===== src/rtl/imem_fetch_ctrl_pkg.sv =====
// Shared types and constants for the instruction fetch controller.
//   state_e       : fetch controller states
//   fetch_entry_t : one fetched instruction with its address
//   INSTR_BYTES   : PC increment per fetched instruction
//   pc_is_legal() : alignment and range check of a fetch address
package imem_fetch_ctrl_pkg;

    localparam int unsigned INSTR_BYTES = 4;

    typedef enum logic [1:0] {
        StRun,
        StHalted,
        StFault
    } state_e;

    typedef struct packed {
        logic [31:0] pc;
        logic [31:0] instr;
    } fetch_entry_t;

    // last_pc is the highest address at which a whole word still fits in memory
    function automatic logic pc_is_legal(input logic [31:0] pc, input logic [31:0] last_pc);
        return (pc[1:0] == 2'b00) && (pc <= last_pc);
    endfunction

endpackage


===== src/rtl/imem_fetch_ctrl_if.sv =====
// Bus bundle between the fetch controller and its environment.
//   mem_addr / mem_instr                  : instruction memory read port
//   redirect_valid / redirect_pc          : branch/jump redirect
//   halt_req                              : level request to stop fetching
//   out_valid / out_ready / out_instr / out_pc : decode-side queue head
//   fault / fault_pc                      : fetch fault status
//   fetch_cnt                             : instructions pushed since reset
// master: the fetch controller side; slave: the environment side.
interface imem_fetch_ctrl_if;

    logic [31:0] mem_addr;
    logic [31:0] mem_instr;
    logic        redirect_valid;
    logic [31:0] redirect_pc;
    logic        halt_req;
    logic        out_valid;
    logic        out_ready;
    logic [31:0] out_instr;
    logic [31:0] out_pc;
    logic        fault;
    logic [31:0] fault_pc;
    logic [31:0] fetch_cnt;

    modport master (
        output mem_addr, out_valid, out_instr, out_pc, fault, fault_pc, fetch_cnt,
        input  mem_instr, redirect_valid, redirect_pc, halt_req, out_ready
    );

    modport slave (
        input  mem_addr, out_valid, out_instr, out_pc, fault, fault_pc, fetch_cnt,
        output mem_instr, redirect_valid, redirect_pc, halt_req, out_ready
    );

endinterface


===== src/rtl/imem_fetch_ctrl_fetch_fifo2.sv =====
// Two-entry FIFO of fetched {pc, instr} entries.
//   clk, rst   : clock, asynchronous active-high reset
//   push       : write push_entry at the tail
//   pop        : drop the head entry
//   flush      : discard all entries (overrides push/pop)
//   head       : registered head entry
//   count      : number of valid entries (0..2)
module fetch_fifo2
    import imem_fetch_ctrl_pkg::*;
(
    input  logic         clk,
    input  logic         rst,
    input  logic         push,
    input  logic         pop,
    input  logic         flush,
    input  fetch_entry_t push_entry,
    output fetch_entry_t head,
    output logic [1:0]   count
);

    fetch_entry_t e0_q, e0_d, e1_q, e1_d;
    logic [1:0]   count_q, count_d;
    logic         pop_ok, push_ok;
    logic [1:0]   slot;

    always_comb begin
        e0_d    = e0_q;
        e1_d    = e1_q;
        count_d = count_q;
        pop_ok  = pop && (count_q != 2'd0);
        push_ok = push && ((count_q != 2'd2) || pop_ok);
        // Tail slot once this cycle's pop has shifted the queue forward
        slot    = count_q - {1'b0, pop_ok};
        if (flush) begin
            count_d = 2'd0;
        end else begin
            if (pop_ok) begin
                e0_d = e1_q;
            end
            if (push_ok) begin
                if (slot == 2'd0) begin
                    e0_d = push_entry;
                end else begin
                    e1_d = push_entry;
                end
            end
            count_d = slot + {1'b0, push_ok};
        end
    end

    always_ff @(posedge clk or posedge rst) begin
        if (rst) begin
            e0_q    <= '0;
            e1_q    <= '0;
            count_q <= 2'd0;
        end else begin
            e0_q    <= e0_d;
            e1_q    <= e1_d;
            count_q <= count_d;
        end
    end

    assign head  = e0_q;
    assign count = count_q;

endmodule


===== src/rtl/imem_fetch_ctrl.sv =====
// Instruction fetch controller: walks the PC through an external instruction
// memory, queues fetched words in a 2-entry FIFO for decode, and handles
// redirects, halt requests and illegal-PC faults.
//   clk, rst : clock, asynchronous active-high reset
//   bus      : imem_fetch_ctrl_if master (memory port, redirect, halt, decode
//              queue head, fault status, fetch counter)
module imem_fetch_ctrl
    import imem_fetch_ctrl_pkg::*;
#(
    parameter logic [31:0] RESET_PC  = 32'h0000_0000,
    parameter int unsigned MEM_BYTES = 256
) (
    input  logic               clk,
    input  logic               rst,
    imem_fetch_ctrl_if.master  bus
);

    localparam logic [31:0] LastPc = 32'(MEM_BYTES - INSTR_BYTES);

    state_e       state_q, state_d;
    logic [31:0]  pc_q, pc_d;
    logic [31:0]  fault_pc_q, fault_pc_d;
    logic [31:0]  fetch_cnt_q, fetch_cnt_d;
    logic         push, pop, flush;
    logic [1:0]   count;
    fetch_entry_t head, push_entry;

    assign pop = bus.out_valid && bus.out_ready;

    always_comb begin
        state_d          = state_q;
        pc_d             = pc_q;
        fault_pc_d       = fault_pc_q;
        fetch_cnt_d      = fetch_cnt_q;
        push             = 1'b0;
        flush            = 1'b0;
        push_entry.pc    = pc_q;
        push_entry.instr = bus.mem_instr;
        if (bus.redirect_valid) begin
            flush   = 1'b1;
            pc_d    = bus.redirect_pc;
            state_d = bus.halt_req ? StHalted : StRun;
        end else begin
            case (state_q)
                StRun: begin
                    if (bus.halt_req) begin
                        state_d = StHalted;
                    end else if (!pc_is_legal(pc_q, LastPc)) begin
                        state_d    = StFault;
                        fault_pc_d = pc_q;
                    end else if ((count != 2'd2) || pop) begin
                        push        = 1'b1;
                        pc_d        = pc_q + INSTR_BYTES;
                        fetch_cnt_d = fetch_cnt_q + 32'd1;
                    end
                end
                StHalted: begin
                    if (!bus.halt_req) begin
                        state_d = StRun;
                    end
                end
                StFault: begin
                    // Only a redirect leaves the fault state
                end
                default: state_d = StRun;
            endcase
        end
    end

    always_ff @(posedge clk or posedge rst) begin
        if (rst) begin
            state_q     <= StRun;
            pc_q        <= RESET_PC;
            fault_pc_q  <= 32'd0;
            fetch_cnt_q <= 32'd0;
        end else begin
            state_q     <= state_d;
            pc_q        <= pc_d;
            fault_pc_q  <= fault_pc_d;
            fetch_cnt_q <= fetch_cnt_d;
        end
    end

    fetch_fifo2 u_fifo (
        .clk        (clk),
        .rst        (rst),
        .push       (push),
        .pop        (pop),
        .flush      (flush),
        .push_entry (push_entry),
        .head       (head),
        .count      (count)
    );

    assign bus.mem_addr  = pc_q;
    assign bus.out_valid = (count != 2'd0);
    assign bus.out_instr = head.instr;
    assign bus.out_pc    = head.pc;
    assign bus.fault     = (state_q == StFault);
    assign bus.fault_pc  = fault_pc_q;
    assign bus.fetch_cnt = fetch_cnt_q;

endmodule


===== src/flat_wrapper.sv =====
// flat-port wrapper written by rule: the top's interface ports become plain ports
module imem_fetch_ctrl_flat import imem_fetch_ctrl_pkg::*;
#(
    parameter logic [31:0] RESET_PC  = 32'h0000_0000,
    parameter int unsigned MEM_BYTES = 256
)
  (clk, rst, bus_mem_addr, bus_out_valid, bus_out_instr, bus_out_pc, bus_fault, bus_fault_pc, bus_fetch_cnt, bus_mem_instr, bus_redirect_valid, bus_redirect_pc, bus_halt_req, bus_out_ready);
  imem_fetch_ctrl_if bus_i ();
  input  logic clk;
  input  logic rst;
  output wire logic [$bits(bus_i.mem_addr)-1:0] bus_mem_addr;
  output wire logic [$bits(bus_i.out_valid)-1:0] bus_out_valid;
  output wire logic [$bits(bus_i.out_instr)-1:0] bus_out_instr;
  output wire logic [$bits(bus_i.out_pc)-1:0] bus_out_pc;
  output wire logic [$bits(bus_i.fault)-1:0] bus_fault;
  output wire logic [$bits(bus_i.fault_pc)-1:0] bus_fault_pc;
  output wire logic [$bits(bus_i.fetch_cnt)-1:0] bus_fetch_cnt;
  input wire logic [$bits(bus_i.mem_instr)-1:0] bus_mem_instr;
  input wire logic [$bits(bus_i.redirect_valid)-1:0] bus_redirect_valid;
  input wire logic [$bits(bus_i.redirect_pc)-1:0] bus_redirect_pc;
  input wire logic [$bits(bus_i.halt_req)-1:0] bus_halt_req;
  input wire logic [$bits(bus_i.out_ready)-1:0] bus_out_ready;
  assign bus_mem_addr = bus_i.mem_addr;
  assign bus_out_valid = bus_i.out_valid;
  assign bus_out_instr = bus_i.out_instr;
  assign bus_out_pc = bus_i.out_pc;
  assign bus_fault = bus_i.fault;
  assign bus_fault_pc = bus_i.fault_pc;
  assign bus_fetch_cnt = bus_i.fetch_cnt;
  assign bus_i.mem_instr = bus_mem_instr;
  assign bus_i.redirect_valid = bus_redirect_valid;
  assign bus_i.redirect_pc = bus_redirect_pc;
  assign bus_i.halt_req = bus_halt_req;
  assign bus_i.out_ready = bus_out_ready;
  imem_fetch_ctrl #(.RESET_PC(RESET_PC), .MEM_BYTES(MEM_BYTES)) u_core (.clk(clk), .rst(rst), .bus(bus_i));
endmodule

===== config.mk =====
export PLATFORM = sky130hd
export DESIGN_NAME = imem_fetch_ctrl_flat
export DESIGN_NICKNAME = d
export VERILOG_FILES = /design/src/rtl/imem_fetch_ctrl_pkg.sv /design/src/rtl/imem_fetch_ctrl_if.sv /design/src/rtl/imem_fetch_ctrl_fetch_fifo2.sv /design/src/rtl/imem_fetch_ctrl.sv /design/src/flat_wrapper.sv
export SDC_FILE = /design/constraint.sdc
export NUM_CORES = 1
export LEC_CHECK = 0
export ABC_AREA = 1
export CAP_MARGIN = 20
export CORE_MARGIN = 4
export CORE_UTILIZATION = 25
export DETAILED_ROUTE_END_ITERATION = 7
export PLACE_DENSITY_LB_ADDON = 0.08
export SYNTH_ARGS = -nofsm -noshare
export SYNTH_HDL_FRONTEND = slang
export SYNTH_HIERARCHICAL = 1
export SYNTH_SLANG_ARGS = --single-unit

===== constraint.sdc =====
create_clock -name clk -period 4.7 [get_ports clk]
set_input_delay 0.47 -clock clk [delete_from_list [all_inputs] [get_ports clk]]
set_output_delay 0.47 -clock clk [all_outputs]
set_load 0.02 [all_outputs]

==> impl_metrics.env, run 1 <==
export IMPL_status="completed"
export IMPL_period_minus_slack_ns=3.249
export IMPL_dp_hpwl_um=27410
export IMPL_worstPathMaxFanout=65
export IMPL_first_pass_iters=5
export IMPL_hp_start="bus_redirect_valid"
export IMPL_synth_edff_count=0
export IMPL_core_area_um2=46750
export IMPL_antenna_found_initial=3
export IMPL_crit_required_ns=5.19
export IMPL_clock_sinks=228
export IMPL_comb_power_share_pct=12.5
export IMPL_via_count=11047
export IMPL_synth_distinct_cells=26
export IMPL_postSynthCellCount=1662
export IMPL_swShare_pct=27.04
export IMPL_cp_start_kind="flop"
export IMPL_fin_setup_tns_ns=0
export IMPL_via_per_inst=4.456
export IMPL_yosys_area_share_simple_pct=36.68
export IMPL_seqPwrFrac_pct=42.6
export IMPL_cts_setup_buffers=0
export IMPL_path_clk_slew_ns=0.06
export IMPL_synth_nets=1735
export IMPL_num_io_pins=231
export IMPL_ant_nets=0
export IMPL_multi_input_area_um2=5100
export IMPL_finalCritPeriodShare_pct=69.13
export IMPL_cellLeakagePower_nw=7.870
export IMPL_die_width_um=226.0
export IMPL_worstSetupEndpointType="flop"
export IMPL_numPortBuffers=230
export IMPL_hold_viol=0
export IMPL_cts_made_buffers=30
export IMPL_clockBufferDepth=3
export IMPL_cts_tree="done"
export IMPL_grt_most_used_layer="met2"
export IMPL_ys_seq_area_share_pct=48.01
export IMPL_ctsResizeCount=0
export IMPL_synth_top_family_by_area="simple AND/OR/NAND/NOR gates"
export IMPL_drive_above_1_share_pct=4.436
export IMPL_synth_ff_type="dfrtp_1"
export IMPL_p_per_area_nw_per_um2=323.0
export IMPL_gp_congestion=0.8012
export IMPL_p_int_mw=3.680
export IMPL_dieArea_um2=51090
export IMPL_first_global_vias=10949
export IMPL_path_class="reg -> reg"
export IMPL_ir_drop_uv=274.3
export IMPL_fmax_mhz=307.8
export IMPL_drc=0
export IMPL_synth_area_per_cell_um2=7.150
export IMPL_synth_compound_area_share_pct=4.075
export IMPL_relSlewSlack_pct=30.36
export IMPL_grtUsageMet3_pct=3.718
export IMPL_synthToLayoutAreaGrowth_pct=31.41
export IMPL_met2_usage_pct=25.78
export IMPL_hp_class="in -> reg"
export IMPL_syn_area_um2=11880
export IMPL_fin_worst_skew_ns=0.02623
export IMPL_grt_first_pass_wirelength_um=66920
export IMPL_start_util_pct=25.42
export IMPL_grt_max_degree=103
export IMPL_yosys_warnings=6
export IMPL_fin_hold_ws_ns=0.3469
export IMPL_die_y_um=226.0
export IMPL_finalMaxSlewViolations=0
export IMPL_p_switching_mw=1.364
export IMPL_ys_seq_elements=228
export IMPL_wl_per_cell_um=17.37
export IMPL_cts_hold_buf=0
export IMPL_worst_pin_slew_ns=1.045
export IMPL_nets=1923
export IMPL_synth_mux_area_share_pct=0
export IMPL_synth_xor_area_share_pct=1.474
export IMPL_htreeDepth=1
export IMPL_rsz0062_at_grt="false"
export IMPL_cts_root_buf="clkbuf_16"
export IMPL_insertion_delay_ns=0.58
export IMPL_setup_viol=0
export IMPL_async_flop_share_pct=100.0
export IMPL_use_met1_pct=23.89
export IMPL_maxCapViolCount=0
export IMPL_nFillCells=5051
export IMPL_synth_adder_area_share_pct=0.4211
export IMPL_pwr_share_clk_pct=44.9
export IMPL_regArea_um2=5705
export IMPL_crit_start="u_core/u_fifo/count[1]"
export IMPL_gr_total_overflow=0
export IMPL_crit_arrival_ns=3.74
export IMPL_rows=79
export IMPL_grtUsageTotal_pct=16.57
export IMPL_wirelength_um=43050
export IMPL_r2r_start="u_core/u_fifo/count[1]"
export IMPL_drt_iter0_markers=673
[critical path, cell delays in order, from the launching register on]
cell,delay [ns]
dfrtp_1,0.47
o21a_4,0.26
o21ai_4,0.05
inv_1,0.06
ha_1,0.26
inv_1,0.06
nor2_4,0.11
buf_4,0.70
nand2_4,0.68
nand2_1,0.26
nand3_1,0.09
nand2_1,0.10
[cell families after synthesis]
logic type / after synthesis
flops: 228
compound gates: 96
simple gates: 1053
buf+inv: 261
xor+xnor: 20
fa+ha+maj: 4
[worst paths after layout]
check | endpoint | slack, ns | cells past startpoint
worst max register to register | u_core/u_fifo/head[7] | 1.45 | 11
worst min-delay path | u_core/bus.mem_addr[18] | 0.35 | 3
max in group asynchronous | u_core/u_fifo/head[49] | 3.20 | 3
worst max-delay path | u_core/u_fifo/head[7] | 1.45 | 11
min in group asynchronous | u_core/bus.mem_addr[1] | 0.42 | 2
worst min register to register | u_core/bus.fault_pc[22] | 0.47 | 2
[synthesized netlist by cell type, types with 3 or more instances]
library cell    n  area [um2]
nand2_1       713        2676
nand3_1       241        1206
dfrtp_1       228        5705
inv_1         168       630.6
nor2_1         70       262.8
o21ai_1        65       325.3
buf_2          44       220.2
clkbuf_1       28       105.1
o21ai_0        25       125.1
nand3b_1       15       112.6
xor2_1         15       131.4
buf_4          14       105.1
nand2_2         5       31.28
nor2_2          5       31.28
xnor2_1         5       43.79
a21oi_1         4       20.02
ha_1            4       50.05
buf_1           3       11.26
buf_6           3       33.78
[metal layers]
layer | share of wire, % | vias to the layer above
li1 | - | 5546
met1 | 48 | 5185
met2 | 44 | 278
met3 | 6.6 | 32
met4 | 1.2 | 6
met5 | 0.11 | -
[final cells by class]
class / count / area share [%]
clock inverter: 5 / 0.4086
tap: 607 / 4.863
antenna: 1 / 0.01602
timing repair buffer: 248 / 15.59
multi-input combinational: 1173 / 32.66
inverter: 169 / 4.110
sequential: 228 / 36.54
clock buffer: 48 / 5.817
[power by group through the flow]
stage               clock network [mW]  logic [mW]  registers, mW
CTS                               2.37       0.642           2.15
detailed placement                   0       0.639           2.18
global route                      2.44       0.691           2.16
finish                            2.27       0.629           2.15
global placement                     0       0.641           2.18
floorplan                            0       0.181           2.26
[sequential cells by signal (all words and copies together) (netlist names)]
signal / flops
u_core/bus.fetch_cnt: 32
u_core/u_fifo/count: 2
u_core/u_fifo/e1_q: 64
u_core/bus.mem_addr: 32
u_core/state_q: 2
u_core/u_fifo/head: 64
u_core/bus.fault_pc: 32
[layout by cell type (no fill, tap or decap), drive strengths merged]
cell type / netlist / layout
clkinvlp: 0 / 1
nand2: 718 / 718
xnor2: 5 / 5
diode: 0 / 1
bufinv: 0 / 1
xor2: 15 / 15
o21a: 1 / 1
nand3b: 15 / 15
a31oi: 1 / 1
dfrtp: 228 / 228
nor3: 2 / 2
buf: 64 / 19
inv: 169 / 169
clkbuf: 28 / 48
o21ai: 90 / 90
nand4: 1 / 1
clkinv: 0 / 3
a21oi: 4 / 4
nand3: 241 / 241
ha: 4 / 4
nor2: 76 / 76
clkdlybuf4s50: 0 / 229
[metrics by stage]
stage / cells / setup WS, ns / instance area (um2) / power [mW] / util, %
global placement: 2425 / 1.112 / 14640 / 2.825 / 31.32
global route: 2478 / 1.128 / 15610 / 5.290 / 33.40
finish: 2479 / 1.451 / 15620 / 5.044 / 33.40
CTS: 2478 / 1.451 / 15610 / 5.161 / 33.40
detailed placement: 2425 / 1.083 / 14640 / 2.821 / 31.32
floorplan: 1662 / 0.7607 / 11880 / 2.446 / -
(Power assumes the default switching activity.)
==> run 2, diff against run 1 <==
==> constraint.sdc (replaced) <==
create_clock -name clk -period 2.85 [get_ports clk]
set_input_delay 0.285 -clock clk [delete_from_list [all_inputs] [get_ports clk]]
set_output_delay 0.285 -clock clk [all_outputs]
set_load 0.02 [all_outputs]
==> impl_metrics.env, run 2 (same netlist as run 1, synthesis figures left out) <==
export IMPL_place_area_um2=14920
export IMPL_slowest_stage="nor3_1"
export IMPL_comb_power_share_pct=12.9
export IMPL_grt_max_degree=65
export IMPL_via_count=11114
export IMPL_crit_required_ns=3.31
export IMPL_start_util_pct=25.42
export IMPL_p_switching_mw=2.340
export IMPL_fmax_mhz=405.9
export IMPL_hold_viol=0
export IMPL_cpMostUsedCell="nand2_1"
export IMPL_worst_pin_slew_ns=0.8936
export IMPL_clock_sinks=228
export IMPL_cts_root_buf="clkbuf_16"
export IMPL_die_y_um=226.0
export IMPL_antenna_found_initial=2
export IMPL_first_pass_iters=5
export IMPL_p_int_mw=6.244
export IMPL_maxCapViolCount=0
export IMPL_nets=1949
export IMPL_wl_per_cell_um=17.50
export IMPL_core_area_um2=46750
export IMPL_diodes=0
export IMPL_crit_arrival_ns=2.92
export IMPL_wirelength_um=43860
export IMPL_fin_util_pct=34.11
export IMPL_htreeDepth=1
export IMPL_cellLeakagePower_nw=8.066
export IMPL_path_clk_slew_ns=0.06
export IMPL_swShare_pct=27.26
export IMPL_synthToLayoutAreaGrowth_pct=34.19
export IMPL_cts_made_buffers=30
export IMPL_setup_viol=0
export IMPL_worstSetupEndpointType="flop"
export IMPL_dieArea_um2=51090
export IMPL_seqPwrFrac_pct=41.0
export IMPL_period_minus_slack_ns=2.463
export IMPL_gr_total_overflow=0
export IMPL_die_width_um=226.0
export IMPL_final_cell_mix="712 x nand2_1, 241 x nand3_1, 229 x clkdlybuf4s50_1, 228 x dfrtp_1, 164 x inv_1"
export IMPL_design_area_um2=15950
export IMPL_pwr_share_clk_pct=46.1
export IMPL_cts_setup_buffers=0
export IMPL_path_cells="inv_1 > nor3_1 > nor2_1 > nand3_1 > nor2_2 > nand2_1 > inv_2 > nand2_2 > buf_4 > nand2_1 > nand3_1 > nand2_1"
export IMPL_worstPathMaxFanout=27
export IMPL_relSlewSlack_pct=40.43
export IMPL_fin_hold_ws_ns=0.1596
export IMPL_fin_worst_skew_ns=0.01627
export IMPL_final_common_cell="nand2_1"
export IMPL_finalMaxSlewViolations=0
export IMPL_first_global_vias=11058
export IMPL_drc=0
export IMPL_rows=79
export IMPL_rsz0062_at_grt="false"
export IMPL_p_per_area_nw_per_um2=538.3
export IMPL_grtUsageTotal_pct=16.92
export IMPL_ctsResizeCount=0
export IMPL_hp_class="in -> async"
export IMPL_dp_hpwl_um=28810
export IMPL_num_io_pins=231
export IMPL_status="completed"
export IMPL_cpPeakStageDelay_ns=0.54
export IMPL_drive_above_1_share_pct=6.158
export IMPL_fin_setup_tns_ns=0
export IMPL_insertion_delay_ns=0.58
export IMPL_ant_nets=0
export IMPL_finalCritPeriodShare_pct=86.44
export IMPL_cts_hold_buf=0
export IMPL_clockBufferDepth=3
export IMPL_numPortBuffers=230
export IMPL_gp_congestion=0.8072
export IMPL_via_per_inst=4.433
export IMPL_drt_iter0_markers=704
export IMPL_grt_first_pass_wirelength_um=68500
export IMPL_ir_drop_uv=386.3
export IMPL_path_class="reg -> reg"
export IMPL_cp_start_kind="flop"
export IMPL_cts_tree="done"
-- run 2: changes by cell type in the layout (fill, tap and decap cells not counted) --
cell and delta:
buf_4 +19, clkinv_2 +9, buf_12 +7, clkbuf_1 -5, clkbuf_8 -5, bufinv_16 +3
clkinv_4 +1, clkinvlp_4 +1, diode_2 -1, inv_6 -1, nand2_2 +1, nand2_4 -1
-- run 2: metrics by stage --
stage,cells,setup slack (ns),power [mW]
2_1_floorplan,1662,0.002925,4.035
3_3_place_gp,2451,0.1464,4.705
3_5_place_dp,2451,0.1832,4.697
4_1_cts,2507,0.3496,8.770
5_1_grt,2507,0.02078,8.964
6_report,2507,0.3865,8.584
-- run 2: layout make-up --
class | instances | area (um2)
Inverter | 169 | 640.6
Sequential cell | 228 | 5705
Tap cell | 607 | 759.5
Clock buffer | 38 | 820.8
Multi-Input combinational cell | 1173 | 5095
Timing Repair Buffer | 274 | 2718
Fill cell | 5000 | 30810
Clock inverter | 18 | 207.7
-- run 2: critical path, delay by kind of cell (launching register included) --
family	cells	cell delay (ns)
buffers and inverters	3	0.51
DFF	1	0.49
and+or+nand+nor	9	1.33
-- run 2: worst paths after layout --
kind                                    startpoint                       end  slack [ns]  cells past startpoint
max                         u_core/u_fifo/count[1]    u_core/u_fifo/head[13]        0.39                     12
min                                            rst  u_core/bus.fetch_cnt[17]        0.16                      2
max reg2reg                 u_core/u_fifo/count[1]    u_core/u_fifo/head[13]        0.39                     12
min reg2reg                u_core/bus.fault_pc[13]   u_core/bus.fault_pc[13]        0.47                      2
max in group asynchronous                      rst    u_core/u_fifo/head[39]        1.95                      3
min in group clk                bus_redirect_valid   u_core/bus.mem_addr[24]        0.20                      3
-- run 2: metal layers --
layer  GRT usage (%)  routed length [um]
met3           4.186                2704
met2           25.68               18840
met5               0                  23
met4           3.437                 731
met1           24.60               21570
-- run 2: power by group through the flow --
stage | clock network, mW | logic (mW) | registers, mW
CTS | 4.12 | 1.13 | 3.52
floorplan | 0 | 0.300 | 3.73
global route | 4.22 | 1.21 | 3.54
global placement | 0 | 1.13 | 3.57
detailed placement | 0 | 1.13 | 3.57
finish | 3.96 | 1.11 | 3.52
==> run 3, diff against run 2 <==
--- a/config.mk
+++ b/config.mk
@@ -10,6 +10,7 @@
 export CORE_MARGIN = 4
 export CORE_UTILIZATION = 25
 export DETAILED_ROUTE_END_ITERATION = 7
+export HOLD_SLACK_MARGIN = 0.06
 export PLACE_DENSITY_LB_ADDON = 0.08
 export SYNTH_ARGS = -nofsm -noshare
 export SYNTH_HDL_FRONTEND = slang
==> results of run 3 <==
The final DEF is identical to that of run 2; final timing and power are the same.
